### src/rtl/aes_word_adapter.sv
// ---------------------------------------------------------------------------
// aes_word_adapter
//
// Stream front/back end for an AES-128 core. Eight 32-bit input words
// (key then plaintext, most significant word first) are assembled into
// core_key / core_plain. The core is then started with a one-cycle
// core_valid pulse. The cipher text captured on core_done is emitted as
// four 32-bit words on the output stream, most significant word first.
// If the core does not answer within TIMEOUT_CYC cycles, the block is
// abandoned and the sticky err_timeout flag is raised.
//
// Optional build macro: AES_ADAPT_KEY_REUSE_EN
//   Adds input s_new_key. It is sampled on the first word of a block.
//   When it is 0, the previous key is kept and the block is 4 plaintext
//   words only.
//
// Ports:
//   CLK, rst_n              clock, asynchronous active-low reset
//   s_valid/s_ready/s_data  32-bit input word stream
//   s_new_key               (macro only) 1 = block carries a new key
//   m_valid/m_ready/m_data  32-bit cipher word stream
//   m_last                  marks the 4th cipher word
//   core_valid              one-cycle start pulse to the core
//   core_key, core_plain    operands, stable from the pulse until done
//   core_cypher, core_done  result and completion pulse from the core
//   core_busy               core cannot accept a start
//   err_timeout, err_clr    sticky timeout flag and its clear
// ---------------------------------------------------------------------------
module aes_word_adapter #(
  parameter int TIMEOUT_CYC = 64,
  parameter int CNT_W       = 7
) (
  input  logic         CLK,
  input  logic         rst_n,
  input  logic         s_valid,
  output logic         s_ready,
  input  logic [31:0]  s_data,
`ifdef AES_ADAPT_KEY_REUSE_EN
  input  logic         s_new_key,
`endif
  output logic         m_valid,
  input  logic         m_ready,
  output logic [31:0]  m_data,
  output logic         m_last,
  output logic         core_valid,
  output logic [127:0] core_key,
  output logic [127:0] core_plain,
  input  logic [127:0] core_cypher,
  input  logic         core_done,
  input  logic         core_busy,
  output logic         err_timeout,
  input  logic         err_clr
);

  typedef enum logic [2:0] {
    LD_KEY = 3'd0,
    LD_TXT = 3'd1,
    START  = 3'd2,
    WAIT   = 3'd3,
    DRAIN  = 3'd4
  } state_t;

  localparam logic [CNT_W-1:0] TO_LAST  = CNT_W'(TIMEOUT_CYC - 1);
  localparam logic [CNT_W-1:0] CNT_ZERO = CNT_W'(0);
  localparam logic [CNT_W-1:0] CNT_ONE  = CNT_W'(1);

  // Writes word w into 32-bit slot idx of a block; slot 0 is bits [127:96].
  function automatic logic [127:0] put_word(input logic [127:0] blk,
                                            input logic [1:0]   idx,
                                            input logic [31:0]  w);
    logic [127:0] r;
    r = blk;
    case (idx)
      2'd0:    r[127:96] = w;
      2'd1:    r[95:64]  = w;
      2'd2:    r[63:32]  = w;
      2'd3:    r[31:0]   = w;
      default: r = blk;
    endcase
    return r;
  endfunction

  state_t           state_r, state_nxt_s;
  logic [1:0]       word_cnt_r, word_cnt_nxt_s;
  logic [CNT_W-1:0] to_cnt_r, to_cnt_nxt_s;
  logic [127:0]     key_r, key_nxt_s;
  logic [127:0]     plain_r, plain_nxt_s;
  logic [127:0]     shift_r, shift_nxt_s;
  logic [31:0]      m_data_r, m_data_nxt_s;
  logic             m_valid_r, m_valid_nxt_s;
  logic             m_last_r, m_last_nxt_s;
  logic             core_valid_r, core_valid_nxt_s;
  logic             err_r, err_nxt_s, err_set_s;
  logic             s_ready_r, s_ready_nxt_s;
  logic             in_xfer_s, out_xfer_s, reuse_s;

`ifdef AES_ADAPT_KEY_REUSE_EN
  assign reuse_s = ~s_new_key;
`else
  assign reuse_s = 1'b0;
`endif

  assign in_xfer_s  = s_valid & s_ready_r;
  assign out_xfer_s = m_valid_r & m_ready;

  // Next-state and next-output computation for every register.
  always_comb begin
    state_nxt_s      = state_r;
    word_cnt_nxt_s   = word_cnt_r;
    to_cnt_nxt_s     = to_cnt_r;
    key_nxt_s        = key_r;
    plain_nxt_s      = plain_r;
    shift_nxt_s      = shift_r;
    m_data_nxt_s     = m_data_r;
    m_valid_nxt_s    = m_valid_r;
    m_last_nxt_s     = m_last_r;
    core_valid_nxt_s = 1'b0;
    err_set_s        = 1'b0;

    case (state_r)
      LD_KEY: begin
        if (in_xfer_s) begin
          if ((word_cnt_r == 2'd0) && reuse_s) begin
            // Key kept from the previous block; this word opens the plaintext.
            plain_nxt_s    = put_word(plain_r, 2'd0, s_data);
            word_cnt_nxt_s = 2'd1;
            state_nxt_s    = LD_TXT;
          end else begin
            key_nxt_s = put_word(key_r, word_cnt_r, s_data);
            if (word_cnt_r == 2'd3) begin
              word_cnt_nxt_s = 2'd0;
              state_nxt_s    = LD_TXT;
            end else begin
              word_cnt_nxt_s = word_cnt_r + 2'd1;
            end
          end
        end else begin
          state_nxt_s = LD_KEY;
        end
      end

      LD_TXT: begin
        if (in_xfer_s) begin
          plain_nxt_s = put_word(plain_r, word_cnt_r, s_data);
          if (word_cnt_r == 2'd3) begin
            word_cnt_nxt_s = 2'd0;
            // Issue the start pulse straight away when the core is free, so
            // core_valid is seen the cycle after the last input word.
            if (!core_busy) begin
              core_valid_nxt_s = 1'b1;
              to_cnt_nxt_s     = CNT_ZERO;
              state_nxt_s      = WAIT;
            end else begin
              state_nxt_s = START;
            end
          end else begin
            word_cnt_nxt_s = word_cnt_r + 2'd1;
          end
        end else begin
          state_nxt_s = LD_TXT;
        end
      end

      START: begin
        if (!core_busy) begin
          core_valid_nxt_s = 1'b1;
          to_cnt_nxt_s     = CNT_ZERO;
          state_nxt_s      = WAIT;
        end else begin
          state_nxt_s = START;
        end
      end

      WAIT: begin
        // core_done is tested first so that it wins over a coincident timeout.
        if (core_done) begin
          shift_nxt_s    = core_cypher;
          m_data_nxt_s   = core_cypher[127:96];
          m_valid_nxt_s  = 1'b1;
          m_last_nxt_s   = 1'b0;
          word_cnt_nxt_s = 2'd0;
          state_nxt_s    = DRAIN;
        end else if (to_cnt_r == TO_LAST) begin
          err_set_s      = 1'b1;
          to_cnt_nxt_s   = CNT_ZERO;
          word_cnt_nxt_s = 2'd0;
          state_nxt_s    = LD_KEY;
        end else begin
          to_cnt_nxt_s = to_cnt_r + CNT_ONE;
        end
      end

      DRAIN: begin
        if (out_xfer_s) begin
          shift_nxt_s  = {shift_r[95:0], 32'h0000_0000};
          m_data_nxt_s = shift_r[95:64];
          if (word_cnt_r == 2'd3) begin
            m_valid_nxt_s  = 1'b0;
            m_last_nxt_s   = 1'b0;
            word_cnt_nxt_s = 2'd0;
            state_nxt_s    = LD_KEY;
          end else begin
            m_last_nxt_s   = (word_cnt_r == 2'd2);
            word_cnt_nxt_s = word_cnt_r + 2'd1;
          end
        end else begin
          state_nxt_s = DRAIN;
        end
      end

      default: begin
        state_nxt_s    = LD_KEY;
        word_cnt_nxt_s = 2'd0;
      end
    endcase

    // Set has priority over a same-cycle clear.
    err_nxt_s     = err_set_s | (err_r & ~err_clr);
    s_ready_nxt_s = (state_nxt_s == LD_KEY) || (state_nxt_s == LD_TXT);
  end

  // State and output registers.
  always_ff @(posedge CLK or negedge rst_n) begin
    if (!rst_n) begin
      state_r      <= LD_KEY;
      word_cnt_r   <= 2'd0;
      to_cnt_r     <= CNT_ZERO;
      key_r        <= 128'd0;
      plain_r      <= 128'd0;
      shift_r      <= 128'd0;
      m_data_r     <= 32'd0;
      m_valid_r    <= 1'b0;
      m_last_r     <= 1'b0;
      core_valid_r <= 1'b0;
      err_r        <= 1'b0;
      s_ready_r    <= 1'b1;
    end else begin
      state_r      <= state_nxt_s;
      word_cnt_r   <= word_cnt_nxt_s;
      to_cnt_r     <= to_cnt_nxt_s;
      key_r        <= key_nxt_s;
      plain_r      <= plain_nxt_s;
      shift_r      <= shift_nxt_s;
      m_data_r     <= m_data_nxt_s;
      m_valid_r    <= m_valid_nxt_s;
      m_last_r     <= m_last_nxt_s;
      core_valid_r <= core_valid_nxt_s;
      err_r        <= err_nxt_s;
      s_ready_r    <= s_ready_nxt_s;
    end
  end

  assign s_ready     = s_ready_r;
  assign m_valid     = m_valid_r;
  assign m_data      = m_data_r;
  assign m_last      = m_last_r;
  assign core_valid  = core_valid_r;
  assign core_key    = key_r;
  assign core_plain  = plain_r;
  assign err_timeout = err_r;

endmodule

### config.mk
export PLATFORM = sky130hd
export DESIGN_NAME = aes_word_adapter
export DESIGN_NICKNAME = d
export VERILOG_FILES = /design/src/rtl/aes_word_adapter.sv
export SDC_FILE = /design/constraint.sdc
export NUM_CORES = 1
export LEC_CHECK = 0
export ABC_CLOCK_PERIOD_IN_PS = 2050
export CELL_PAD_IN_SITES_DETAIL_PLACEMENT = 1
export CELL_PAD_IN_SITES_GLOBAL_PLACEMENT = 1
export CORE_ASPECT_RATIO = 1.75
export CORE_UTILIZATION = 38
export DETAILED_ROUTE_END_ITERATION = 12
export HOLD_SLACK_MARGIN = 0.03
export PLACE_DENSITY = 0.86
export SYNTH_ARGS = -nofsm -noshare
export SYNTH_HDL_FRONTEND = slang
export SYNTH_SLANG_ARGS = --single-unit
### constraint.sdc
create_clock -name CLK -period 2.05 [get_ports CLK]
set_input_delay 0.615 -clock CLK [delete_from_list [all_inputs] [get_ports CLK]]
set_output_delay 0.615 -clock CLK [all_outputs]
set_load 0.005 [all_outputs]
Yosys cells after proc, flatten, opt, wreduce, memory -nomap -nowiden
Index checks and enable logic that the tools add are counted.
{"block": "totals", "register_bits": 401, "input_bits": 167, "wordCells": 105}
{"block": "op_classes", "reduce_logical": 19, "n_mux": 43, "addsub": 2, "eq_ne": 17, "bitwise": 6}
{"op": "96-bit two-way mux", "n": 2}
{"op": "96-bit case mux with 2 select lines", "n": 1}
{"op": "32-bit two-way mux", "n": 2}
{"op": "32-bit case mux with 2 select lines", "n": 1}
{"op": "7-bit two-way mux", "n": 5}
{"op": "3-bit AND reduction", "n": 9}
{"op": "3-bit two-way mux", "n": 8}
{"op": "7-bit case mux with 3 select lines", "n": 1}
{"op": "3-bit case mux with 5 select lines", "n": 1}
{"op": "1-bit two-way mux", "n": 13}
{"op": "2-bit != test (second input constant)", "n": 6}
{"op": "4-bit AND reduction", "n": 3}
{"op": "2-bit two-way mux", "n": 5}
{"op": "2-bit case mux with 4 select lines", "n": 1}
{"op": "7-bit by 1-bit adder with 7-bit output (second input constant)", "n": 1}
{"op": "7-bit by 6-bit == test with 1-bit output (second input constant)", "n": 1}
{"op": "3-bit by 1-bit == test with 1-bit output (second input constant)", "n": 2}
{"op": "3-bit by 2-bit == test with 1-bit output (second input constant)", "n": 2}
{"op": "3-bit logical NOT", "n": 2}
{"op": "1-bit case mux with 2 select lines", "n": 3}
{"op": "2-bit == test (second input constant)", "n": 2}
{"op": "1-bit AND", "n": 3}
{"op": "3-bit == test (second input constant)", "n": 1}
{"op": "3-bit != test (second input constant)", "n": 1}
{"op": "10 further kinds", "n": 11}

Logic depth before layout (Yosys ltp)
{"block": "depth", "word_depth": 6, "depth_mapped": 8, "depth_no_buf": 6}

Least setup slack after synthesis
No wires, ideal clock.
{"block": "synth_path", "path_type": "input -> register", "startpoint": "input port core_done", "endpoint": "register shift_r[46]", "setup_time_ps": 83, "t_arrival_ps": 1705, "required_ps": 1967, "setup_slack_ps": 262, "stages": 8, "n_path_buf": 4, "cell_sequence": "and4b_1 -> buf_2 -> a31oi_4 -> buf_4 -> buf_6 -> buf_6 -> nand2_1 -> o21ai_0"}
{"block": "synth_via", "elab_chain_len": 2}
{"item": "start: declaration", "line": "49", "rtl": "input logic core_done,"}
{"item": "2-bit != test (no source line)"}
{"item": "3-bit AND reduction (no source line)"}
{"item": "end signal: assignment", "line": "243", "rtl": "shift_r <= shift_nxt_s;"}
{"item": "end: declaration", "line": "88", "rtl": "logic [127:0] shift_r, shift_nxt_s;"}
Every way passes these cells.
A chain may end at the register's enable or synchronous reset.

Worst setup path after layout
{"block": "layout_path", "startpoint": "register key_r[60] (netlist: core_key[60])", "endpoint": "output port core_key[60]"}
{"item": "start: declaration", "line": "86", "rtl": "logic [127:0] key_r, key_nxt_s;"}
{"item": "start signal: assignment", "line": "241", "rtl": "key_r <= key_nxt_s;"}
{"item": "end: declaration", "line": "46", "rtl": "output logic [127:0] core_key,"}
No word-level cell between the ends.

==> results.yml <==
clock_tree:
  tritoncts: "yes"
  worstSkewPairLatency_ns: 0.53
  cts_inserted_buffers: 39
  htreeDepth: 2
  cts_root_buf: "clkbuf_16"
  cts.reportedPaths.clkPinSlew_ns: 0.07
  max-clock-path-buffers: 3
  cts.sink_count: 401
setup_path:
  crit_chain: "clkdlybuf4s50_1"
  cpPeakStageDelay_ns: 0.51
  reg2regPathDepth: 5
  critical_register_to_register_path_endpoint: "core_key[23]"
  stages_on_worst_setup_path: 1
  timing.critical_path.to: "core_key[60]"
  timing.critical_path.from_type: "flop"
  critical_path_buf_inv_count: 1
  cp_data_required_time_ns: 1.43
  worstSetupPathType: "flop to output pin"
  crit_path_end_kind: "output pin"
  launching_element_of_the_worst_setup_path: "core_key[60]"
  arrival_time_of_data_at_the_critical_path_endpoint_ns: 1.41
  regToRegSetupSlack_ns: 0.08
  crit_path_max_fanout: 2
  cp_top_family: "buffers and inverters"
  timing.rr.start: "s_ready"
  critPathSlowestCell: "clkdlybuf4s50_1"
final_layout:
  layout.core_utilization: 0.560
  area_growth_pct: 45.3
  share_of_cells_above_drive_strength_1: 0.248
  nNetsFinal: 1837
  stdcell_area_um2: 23400
placed_design:
  place.detailed.hpwl_mm: 37.9
  place_area_um2: 21900
  port_buffers: 459
  place.gp.congestion: 0.810
drt:
  via_count: 11503
  post_detailed_route_drc_marker_count: 0
  routed_wirelength_mm: 52.9
  detail_route.vias_per_cell: 5.11
  drt_first_iter_violations: 342
  routedWlPerCell_um: 23.5
  detail_route.first_pass.iterations: 4
  number_of_nets_with_antenna_violations_after_detailed_routing: 0
synthesis:
  synth.net_count: 1303
  yosysTopAreaCellShare: 0.623
  synthesis.area_per_instance_um2: 14.2
  yosys.cell_types.count: 55
  synth_area_leader_cell: "dfrtp_1"
  synth-main-ff-cell: "dfrtp_1"
  synth.top_cells.by_count: "dfrtp_1, mux2_2, nand2_1, mux2i_1, o21ai_0"
  synth_sequential_area_ratio: 0.624
  yosys.cell_count.top_type: "dfrtp_1"
  syn_inst: 1131
  yosys_warnings: 0
  async_reset_ff_frac: 1.00
  synth-edff-count: 0
  syn-cell-area_um2: 16100
  synth_area_leaders: "dfrtp_1, mux2_2, mux2i_1, o21ai_0, nand2_1"
  ys_ff_latch: 401
timing:
  totalNegativeSetupSlack_ns: 0
  final_period_minus_worst_setup_slack_ns: 2.03
  finClkSkew_ns: 0.0165
  achievable-frequency_ghz: 0.493
  timing_max_transition_violations_final: 0
  timing_worst_slew_pin_value_ns: 0.497
  final_period_util: 0.989
  maxSlewHeadroom: 0.668
  finalSetupViolations: 0
  worst_hold_slack_ns: 0.478
  final-hold-violation-count: 0
global_routing:
  grt-ovfl-total: 0
  grt_util_all_layers: 0.247
  maximum_number_of_pins_on_one_net_before_global_route_repair: 68
  number_of_antenna_violations_at_the_first_check_in_global_routing: 3
  grt_first_pass_wirelength_mm: 79.8
  number_of_global_route_vias_before_repair: 13084
run_status:
  status: "finished clean"
floorplan:
  floorplan.die_area_um2: 43200
  placement_rows: 99
  chipHeight_um: 274
  initial_utilization: 0.385
  core_area_um2: 41700
  dieWidth_um: 157
  ioPinCount: 460
pwr:
  power_density_over_the_cells_nw_per_um2: 1480
  leakage_nw: 11.4
  total_power_mw: 34.6
  maximum_vdd_ir_drop_mv: 0.776
job:
  max_cap_violations: 0
min_path:
  hp-class: "flop to flop"
==> final cells by class <==
class | count | area [µm²]
tap | 555 | 694
multi-input combinational | 654 | 5570
fill | 4173 | 18400
timing repair buffer | 561 | 5690
antenna | 3 | 7.51
sequential | 401 | 10000
inverter | 8 | 30.0
clock inverter | 15 | 209
clock buffer | 54 | 1120
==> cell usage in the layout, fill, tap and decap left out, types with 20 or more instances in the layout <==
master,count
mux2_2,237
dlygate4sd2_1,167
nand2_1,106
mux2i_1,98
buf_12,27
dlymetal6s2s_1,76
a22o_1,32
dfrtp_1,399
clkbuf_16,41
buf_4,74
mux2_1,20
clkdlybuf4s50_1,215
o21ai_0,90
==> kinds of logic after synthesis <==
family / after synthesis / share of synthesized area
DFF: 401 / 0.624
muxes: 355 / 0.241
AOI/OAI and AO/OA: 152 / 0.0595
and+or+nand+nor: 142 / 0.0408
buffers and inverters: 76 / 0.0306
adders and majority gates: 5 / 0.00389
==> flip-flops by register name (all words and copies together) (netlist names), 2 cells and up <==
name and count:
m_data 32, state_r 3, word_cnt_r 2, shift_r 96, core_plain 128, to_cnt_r 7, core_key 128
==> routing by layer <==
layer	wire, µm	vias to the layer above	track usage	part of all wire
met1	17700	5892	0.248	0.33
met4	2780	0	0.132	0.053
met3	2690	136	0.0468	0.051
met2	29700	408	0.472	0.56
met5	0	-	0	0
li1	-	5067	-	-
==> worst min-delay path by stage <==
stage                start     endpoint  slack, ns  cells past startpoint
5_1_grt        shift_r[59]  shift_r[59]       0.50                      2
4_1_cts        shift_r[75]  shift_r[75]       0.48                      2
3_3_place_gp   shift_r[33]  shift_r[33]       0.46                      2
2_1_floorplan        rst_n  core_key[0]       0.32                      0
3_5_place_dp   shift_r[75]  shift_r[75]       0.47                      2
6_report        m_data[25]   m_data[25]       0.48                      2
==> through the flow <==
step	cells	worst slack (ns)
after floorplan	1131	0.262
after global placement	2156	-0.366
after detailed placement	2156	-0.374
after CTS	2238	0.000155
after global routing	2251	-0.0211
final	2251	0.0232
==> worst min-delay path: stages (launching register included) <==
cell and delay, ns:
dfrtp_1 0.34, nand2_1 0.04, o21ai_0 0.06
==> timing repair <==
item / CTS / global route
pin swaps: 1 / 1
setup buffers: 12 / 10
hold buffers: 1 / 0
gates resized for setup: 168 / 76
hold endpoints to repair: 21 / 0
endpoints found under the setup margin: 174 / 84
==> power by group <==
| part | switching, mW | leakage, nW | internal [mW] | total (mW) |
|---|---|---|---|---|
| registers | 2.24 | 4.97 | 11.7 | 14.0 |
| logic | 5.50 | 5.76 | 7.58 | 13.1 |
| clock network | 3.09 | 0.653 | 4.47 | 7.57 |
No activity file was read; power rests on OpenSTA's default activity.
